`src/rtl/deserializer_multilane.sv`:
```
// Multi-lane framed serial-to-parallel deserializer with an output FIFO.
// Completed words are pushed into the FIFO, and a push into a full FIFO is dropped and flagged.
module deserializer_multilane #(
  parameter int DATA_WIDTH = 8,
  parameter int NUM_LANES  = 1,
  parameter int LSB_FIRST  = 0,
  parameter int FIFO_DEPTH = 2
) (
  input  logic                          clk_i,
  input  logic                          rst_i,
  input  logic                          enable_i,
  input  logic                          start_i,
  input  logic [NUM_LANES-1:0]          serial_in_i,
  input  logic                          ready_i,
  output logic [DATA_WIDTH-1:0]         parallel_out_o,
  output logic                          valid_o,
  output logic                          busy_o,
  output logic                          overflow_o,
  output logic [$clog2(FIFO_DEPTH):0]   level_o
);
  localparam int BEATS = DATA_WIDTH / NUM_LANES;
  localparam int CW    = $clog2(BEATS) + 1;
  localparam int LW    = $clog2(FIFO_DEPTH) + 1;
  localparam int IW    = (FIFO_DEPTH > 1) ? $clog2(FIFO_DEPTH) : 1;
  localparam logic [CW-1:0] LAST_BEAT = CW'(BEATS - 1);

  logic [DATA_WIDTH-1:0] sr_q, sr_d, sr_shift;
  logic [CW-1:0]         cnt_q, cnt_d;
  logic                  in_frame_q, in_frame_d;
  logic                  overflow_q, overflow_d;
  logic [LW-1:0]         wr_ptr_q, wr_ptr_d, rd_ptr_q, rd_ptr_d;
  logic [IW-1:0]         wr_idx, rd_idx;
  logic [LW-1:0]         level;
  logic                  push, pop, full, do_write;
  logic [DATA_WIDTH-1:0] mem [FIFO_DEPTH];

  generate
    if (NUM_LANES == DATA_WIDTH) begin : g_full
      assign sr_shift = serial_in_i;
    end else if (LSB_FIRST != 0) begin : g_lsb
      assign sr_shift = {serial_in_i, sr_q[DATA_WIDTH-1:NUM_LANES]};
    end else begin : g_msb
      assign sr_shift = {sr_q[DATA_WIDTH-NUM_LANES-1:0], serial_in_i};
    end

    if (FIFO_DEPTH > 1) begin : g_idx
      assign wr_idx = wr_ptr_q[IW-1:0];
      assign rd_idx = rd_ptr_q[IW-1:0];
    end else begin : g_idx1
      assign wr_idx = '0;
      assign rd_idx = '0;
    end
  endgenerate

  // A start aborts any partial word; the pushed word includes the current beat.
  always_comb begin
    sr_d       = enable_i ? sr_shift : sr_q;
    cnt_d      = cnt_q;
    in_frame_d = in_frame_q;
    push       = 1'b0;
    if (start_i) begin
      if (enable_i && (BEATS == 1)) begin
        push       = 1'b1;
        in_frame_d = 1'b0;
        cnt_d      = '0;
      end else begin
        in_frame_d = 1'b1;
        cnt_d      = enable_i ? CW'(1) : '0;
      end
    end else if (in_frame_q && enable_i) begin
      if (cnt_q == LAST_BEAT) begin
        push       = 1'b1;
        in_frame_d = 1'b0;
        cnt_d      = '0;
      end else begin
        cnt_d = cnt_q + CW'(1);
      end
    end
  end

  assign level    = wr_ptr_q - rd_ptr_q;
  assign valid_o  = (level != '0);
  assign full     = (level == LW'(FIFO_DEPTH));
  assign pop      = valid_o && ready_i;
  assign do_write = push && (!full || pop);

  // A simultaneous pop frees the slot, so a full FIFO only drops when nothing leaves.
  always_comb begin
    overflow_d = push && full && !pop;
    wr_ptr_d   = wr_ptr_q + LW'(do_write);
    rd_ptr_d   = rd_ptr_q + LW'(pop);
  end

  always_ff @(posedge clk_i or posedge rst_i) begin
    if (rst_i) begin
      sr_q       <= '0;
      cnt_q      <= '0;
      in_frame_q <= 1'b0;
      overflow_q <= 1'b0;
      wr_ptr_q   <= '0;
      rd_ptr_q   <= '0;
    end else begin
      sr_q       <= sr_d;
      cnt_q      <= cnt_d;
      in_frame_q <= in_frame_d;
      overflow_q <= overflow_d;
      wr_ptr_q   <= wr_ptr_d;
      rd_ptr_q   <= rd_ptr_d;
    end
  end

  always_ff @(posedge clk_i) begin
    if (do_write) mem[wr_idx] <= sr_d;
  end

  assign parallel_out_o = valid_o ? mem[rd_idx] : '0;
  assign busy_o         = in_frame_q;
  assign overflow_o     = overflow_q;
  assign level_o        = level;
endmodule

```
`config.mk`:
```
export PLATFORM = sky130hd
export DESIGN_NAME = deserializer_multilane
export DESIGN_NICKNAME = d
export VERILOG_FILES = /design/src/rtl/deserializer_multilane.sv
export SDC_FILE = /design/constraint.sdc
export NUM_CORES = 1
export LEC_CHECK = 0
export CORE_MARGIN = 2
export CORE_UTILIZATION = 46
export CTS_CLUSTER_SIZE = 30
export DETAILED_ROUTE_END_ITERATION = 10
export PLACE_DENSITY = 0.68
export SYNTH_ARGS = -nofsm -noshare
export SYNTH_HDL_FRONTEND = slang
export SYNTH_SLANG_ARGS = --single-unit
```
`constraint.sdc`:
```
create_clock -name clk_i -period 2.78 [get_ports clk_i]
set_input_delay 0.556 -clock clk_i [delete_from_list [all_inputs] [get_ports clk_i]]
set_output_delay 0.556 -clock clk_i [all_outputs]
set_load 0.005 [all_outputs]
```
* After elaboration in Yosys (flattened, before gate mapping)
Memory sizes are Yosys's and may differ from the RTL's. Index checks and enable logic that the tools add are counted.
Cells by class: $add $sub $neg 4, equal/unequal tests 2, multiplexer cells 14, reductions and logical operators 12
Operator list (count):
- 2-to-1 mux 8 bit | 2
- 2-to-1 mux 4 bit | 3
- 2-to-1 mux 1 bit | 9
- nonzero test 2 bit | 3
- logical AND 1 bit | 5
- adder 2 x 1 -> 2 bit | 2
- adder 4 x 1 -> 4 bit (second input constant) | 1
- equality test 4 x 3 -> 1 bit (second input constant) | 1
- equality test 2 bit (second input constant) | 1
- logical NOT 1 bit | 2
- AND reduction 2 bit | 1
- subtractor 2 bit | 1
- logical OR 1 bit | 1
Word-level totals: flip-flop bits (word level) 18, bits in writable memories 16, input port bits 6, output and inout port bits 13, word-level logic and storage cells 39, memories kept 1
Memory list:
- mem | words 2, bits a word 8, rd ports 1, clocked after memory_dff 0, write ports 1, line 35 | logic [DATA_WIDTH-1:0] mem [FIFO_DEPTH];

* Depth between registers and ports, before layout
word-level depth 7, depth in mapped cells 7, gate-level depth less buffers 7

* Worst setup path before layout
OpenSTA, ideal clock, no wires.
path kind register -> register, from reg cnt_q[0], to mem mem[1][0] (enable), setup time 0.339 ns, arrival time 1.633 ns, path slack 0.807 ns, stages on the path, launching flop included 6, period minus slack after synthesis 1.973 ns, path through dfrtp_1 > ha_1 > nand3_1 > or4b_4 > nor2_1 > ha_1
Between the ends: longest elaborated chain between the ends 7
RTL lines:
- from (decl) | line 28 | logic [CW-1:0] cnt_q, cnt_d;
- from (signal assigned) | line 104 | cnt_q <= cnt_d;
- equality test 4 x 3 -> 1 bit | line 71 | if (cnt_q == LAST_BEAT) begin
- 2-to-1 mux 1 bit | line 71
- 2-to-1 mux 1 bit | line 70 | end else if (in_frame_q && enable_i) begin
- 2-to-1 mux 1 bit | line 61 | if (start_i) begin
- logical AND 1 bit | line 85 | assign do_write = push && (!full || pop);
- 2-to-1 mux 1 bit | line 113 | if (do_write) mem[wr_idx] <= sr_d;
- 2-to-1 mux 1 bit (not written as such) | line 113
- to (decl) | line 35
Every way passes these cells.

* Worst setup path in the final report
from reg rd_ptr_q[1], to out parallel_out_o[6]
Between the ends: longest elaborated chain between the ends 3
RTL lines:
- from (decl) | line 31 | logic [LW-1:0] wr_ptr_q, wr_ptr_d, rd_ptr_q, rd_ptr_d;
- from (signal assigned) | line 108 | rd_ptr_q <= rd_ptr_d;
- subtractor 2 bit | line 81 | assign level = wr_ptr_q - rd_ptr_q;
- nonzero test 2 bit | line 82 | assign valid_o = (level != '0);
- 2-to-1 mux 8 bit | line 116 | assign parallel_out_o = valid_o ? mem[rd_idx] : '0;
- to (decl) | line 15 | output logic [DATA_WIDTH-1:0] parallel_out_o,
Every way passes these cells.

==> results.toml <==
[run_status]
status = "completed"

[floorplanning]
die-area_mm2 = 0.003498
die_x_um = 59.15
dieHeight_um = 59.15
pin_count = 19
starting_density_of_the_core_pct = 46.97
row_count = 20
floorplan.core_area_mm2 = 0.002978

[power_and_ir_drop]
switchingPower_w = 0.0003609
comb_power_share_pct = 33.0
power.sequential.fraction_pct = 48.2
switching_share_pct = 27.72
vdd_ir_drop_max_mv = 0.4636
leakage_nw = 0.6925
totalPowerFinal_w = 0.001302
share_clk_of_total_power_pct = 18.8
power_per_standard_cell_area_mw_per_mm2 = 775.9
internal_power_w = 0.0009410

[grt]
gr-usage-met2_pct = 23.49
grt_first_pass_wirelength_um = 3670
globalRoute.totalOverflow = 0
global_route.usage.met1_pct = 18.62
grt_use_met3_pct = 5.895
pin_count_of_the_biggest_net_entering_global_routing = 19
grt_use_total_pct = 15.09
antenna_violations_before_repair = 0
global_route.peak_usage_layer = "met2"
grt_pass1_vias = 761

[synthesis]
yosys_warnings = 0
synth.lib_cells_used.distinct = 25
synth.largest_area_cell = "sky130_fd_sc_hd__edfxtp_1"
async_reset_ff_share_pct = 52.94
number_of_instances_in_the_synthesized_netlist = 98
number_of_flops_mapped_to_enable_cells_by_yosys = 16
yosys-top-cells-area = "sky130_fd_sc_hd__edfxtp_1 34%, sky130_fd_sc_hd__dfrtp_1 32%, sky130_fd_sc_hd__mux2_2 6.4%, sky130_fd_sc_hd__mux2i_1 5.7%, sky130_fd_sc_hd__ha_1 4.5%"
yosysMostFrequentCell = "sky130_fd_sc_hd__dfrtp_1"
yosysTopAreaCellShare_pct = 34.35
syn-num-nets = 109
postSynth.topFlopCell = "sky130_fd_sc_hd__dfrtp_1"
yosys_register_bits = 34
yosysSeqAreaShare_pct = 66.55
post_synth_most_frequent_cells = "18 x sky130_fd_sc_hd__dfrtp_1, 16 x sky130_fd_sc_hd__edfxtp_1, 10 x sky130_fd_sc_hd__nor2_1"
synth_area_mm2 = 0.001399
syn_area_per_cell_um2 = 14.27

[critical_path]
critPathLaunchType = "flip-flop"
cp_top_family = "simple AND/OR/NAND/NOR gates"
crit_path_top_delay_cell = "sky130_fd_sc_hd__clkdlybuf4s50_1"
crit_path_max_fanout = 10
cp.required_ns = 2.22
critical_path.cell_chain = "xnor2_1, and2_1, nor2_1, clkdlybuf4s50_1"
critPathMaxStageDelay_ns = 0.46
critPathArrivalTime_ns = 2.00
cp.buffers_inverters = 1
crit_type = "flip-flop to output pin"
worst_setup_path_end_kind = "output pin"

[finish]
multi_input_comb_area_um2 = 435.4
layout.area.seq_um2 = 930.9
finalNetCount = 134
fill_cells = 252
final_cell_count_no_fill = 157
drive_gt1_share_pct = 14.52
synthToLayoutAreaGrowth_pct = 19.95
post-route-cell-area_mm2 = 0.001678
antennaDiodeCount = 0

[clocking]
clock_tree.htree_level_count = 2
ctsLongestPathBuffers = 2
post_cts_repair_setup_buffers = 0
cts-resized-gates = 0
cts_tree = "done"
clock_sink_count = 34
total_cts_buffers = 5
clockRootBuffer = "sky130_fd_sc_hd__clkbuf_4"
insertion_delay_to_the_later_sink_of_the_worst_skew_pair_ns = 0.33
cts_hold_buffers = 0
clk_pin_slew_ns = 0.10

[timing]
finalSetupViolations = 0
finalClockSkew_ns = 0.009547
finalSetupTns_ns = 0
post-route-min-period_ns = 2.554
timing.final.crit_share_pct = 91.86
report.final.hold_viol_count = 0
maxSlewHeadroom_pct = 55.76
max_freq_ghz = 0.3916
grt_setup_unrepaired = "no"
final.setup.worst_slack_ns = 0.2263
max_slew_violation_count = 0
timing_worst_slew_pin_value_ns = 0.6629

[place]
place.detailed.instances = 149
post_detailed_placement_half_perimeter_wirelength_um = 1608
io_buf_count = 18
pre_cts_slack_ns = 0.09220
gp_congestion = 0.7119
placed_standard_cell_area_mm2 = 0.001629

[route]
avgRoutedWirePerCell_um = 13.82
vias = 815
via_per_inst = 5.191
antenna_violating_nets_post_route = 0
route.detailed.drc = 0
firstDrtPassIters = 4
routed_wirelength_um = 2170
first_iter_violations = 5

[run]
drv_cap = 0

[worst_hold_path]
worst_hold_path_type = "flip-flop to flip-flop"
[cell usage in the layout (no fill, tap or decap)]
cell	count
sky130_fd_sc_hd__or4_1	1
sky130_fd_sc_hd__o21ai_0	1
sky130_fd_sc_hd__mux2_2	8
sky130_fd_sc_hd__nand4b_1	1
sky130_fd_sc_hd__or4b_4	1
sky130_fd_sc_hd__edfxtp_1	16
sky130_fd_sc_hd__o211ai_1	1
sky130_fd_sc_hd__xor2_1	3
sky130_fd_sc_hd__and2_1	1
sky130_fd_sc_hd__nor2_1	10
sky130_fd_sc_hd__xnor2_1	2
sky130_fd_sc_hd__dfrtp_1	18
sky130_fd_sc_hd__o21a_1	1
sky130_fd_sc_hd__nor3_1	1
sky130_fd_sc_hd__inv_2	1
sky130_fd_sc_hd__nand3_1	3
sky130_fd_sc_hd__buf_4	3
sky130_fd_sc_hd__clkinv_1	1
sky130_fd_sc_hd__clkdlybuf4s50_1	18
sky130_fd_sc_hd__nand3b_1	1
sky130_fd_sc_hd__ha_1	5
sky130_fd_sc_hd__nand2_1	4
sky130_fd_sc_hd__mux2i_1	8
sky130_fd_sc_hd__inv_1	4
sky130_fd_sc_hd__clkbuf_1	2
sky130_fd_sc_hd__nor2b_1	2
sky130_fd_sc_hd__a21oi_1	2
sky130_fd_sc_hd__clkbuf_4	5
[power by group through the flow]
| stage | Sequential (W) | Combinational [W] | Clock, W |
|---|---|---|---|
| after floorplan | 0.000630 | 0.000232 | 0 |
| after global placement | 0.000636 | 0.000424 | 0 |
| after detailed placement | 0.000638 | 0.000435 | 0 |
| after CTS | 0.000628 | 0.000437 | 0.000258 |
| after global routing | 0.000635 | 0.000475 | 0.000278 |
| final | 0.000628 | 0.000430 | 0.000244 |
[worst register-to-register path: cells and delay by family, from the launching register on]
kind | cells | cell delay [ns]
flops | 1 | 0.39
fa+ha+maj | 2 | 0.67
simple gates | 3 | 0.82
[cell families (layout without fill, tap and decap cells)]
logic type | after synthesis | in the layout | share of synthesized area, %
AO/OA/AOI/OAI | 5 | 5 | 2.147
buffers and inverters | 8 | 34 | 2.325
flip-flops | 34 | 34 | 66.55
XOR/XNOR | 5 | 5 | 3.131
adder cells (fa/ha/maj) | 5 | 5 | 4.472
multiplexers | 16 | 16 | 12.17
AND/OR/NAND/NOR | 25 | 25 | 9.213
[worst paths after layout]
kind | slack (ns) | start | end | depth (start not counted)
min reg2reg | 0.49 | wr_ptr_q[1] | wr_ptr_q[1] | 1
max in group asynchronous | 1.74 | rst_i | sr_q[7] | 2
min | 0.49 | wr_ptr_q[1] | wr_ptr_q[1] | 1
min in group asynchronous | 0.61 | rst_i | rd_ptr_q[1] | 2
max reg2reg | 0.57 | cnt_q[0] | mem[1][7] | 5
max | 0.23 | rd_ptr_q[1] | parallel_out_o[6] | 4
[metal layers]
| layer | vias up | wire length [um] |
|---|---|---|
| li1 | 394 | - |
| met1 | 401 | 982 |
| met2 | 17 | 1060 |
| met3 | 3 | 91 |
| met4 | 0 | 35 |
| met5 | - | 0 |
[flip-flops by register name, indices dropped and copies added (netlist names)]
signal and cells:
rd_ptr_q 2, wr_ptr_q 2, cnt_q 4, overflow_o 1
sr_q 8, busy_o 1, mem 16
[final cells by class]
class / instances / area share, %
flip-flops and latches: 34 / 55.48
multi-input cells: 56 / 25.95
repair buffers: 21 / 12.08
clock buffers: 7 / 2.685
well taps: 33 / 2.461
inverters: 5 / 1.119
clock inverters: 1 / 0.2237
[stage by stage]
| step | util, % | hold slack (ns) |
|---|---|---|
| after floorplan | - | 0.4590 |
| after global placement | 54.71 | 0.4864 |
| after detailed placement | 54.71 | 0.4849 |
| after CTS | 56.34 | 0.4998 |
| after global routing | 56.34 | 0.5119 |
| final | 56.34 | 0.4937 |
No activity file was read; power rests on OpenSTA's default activity.
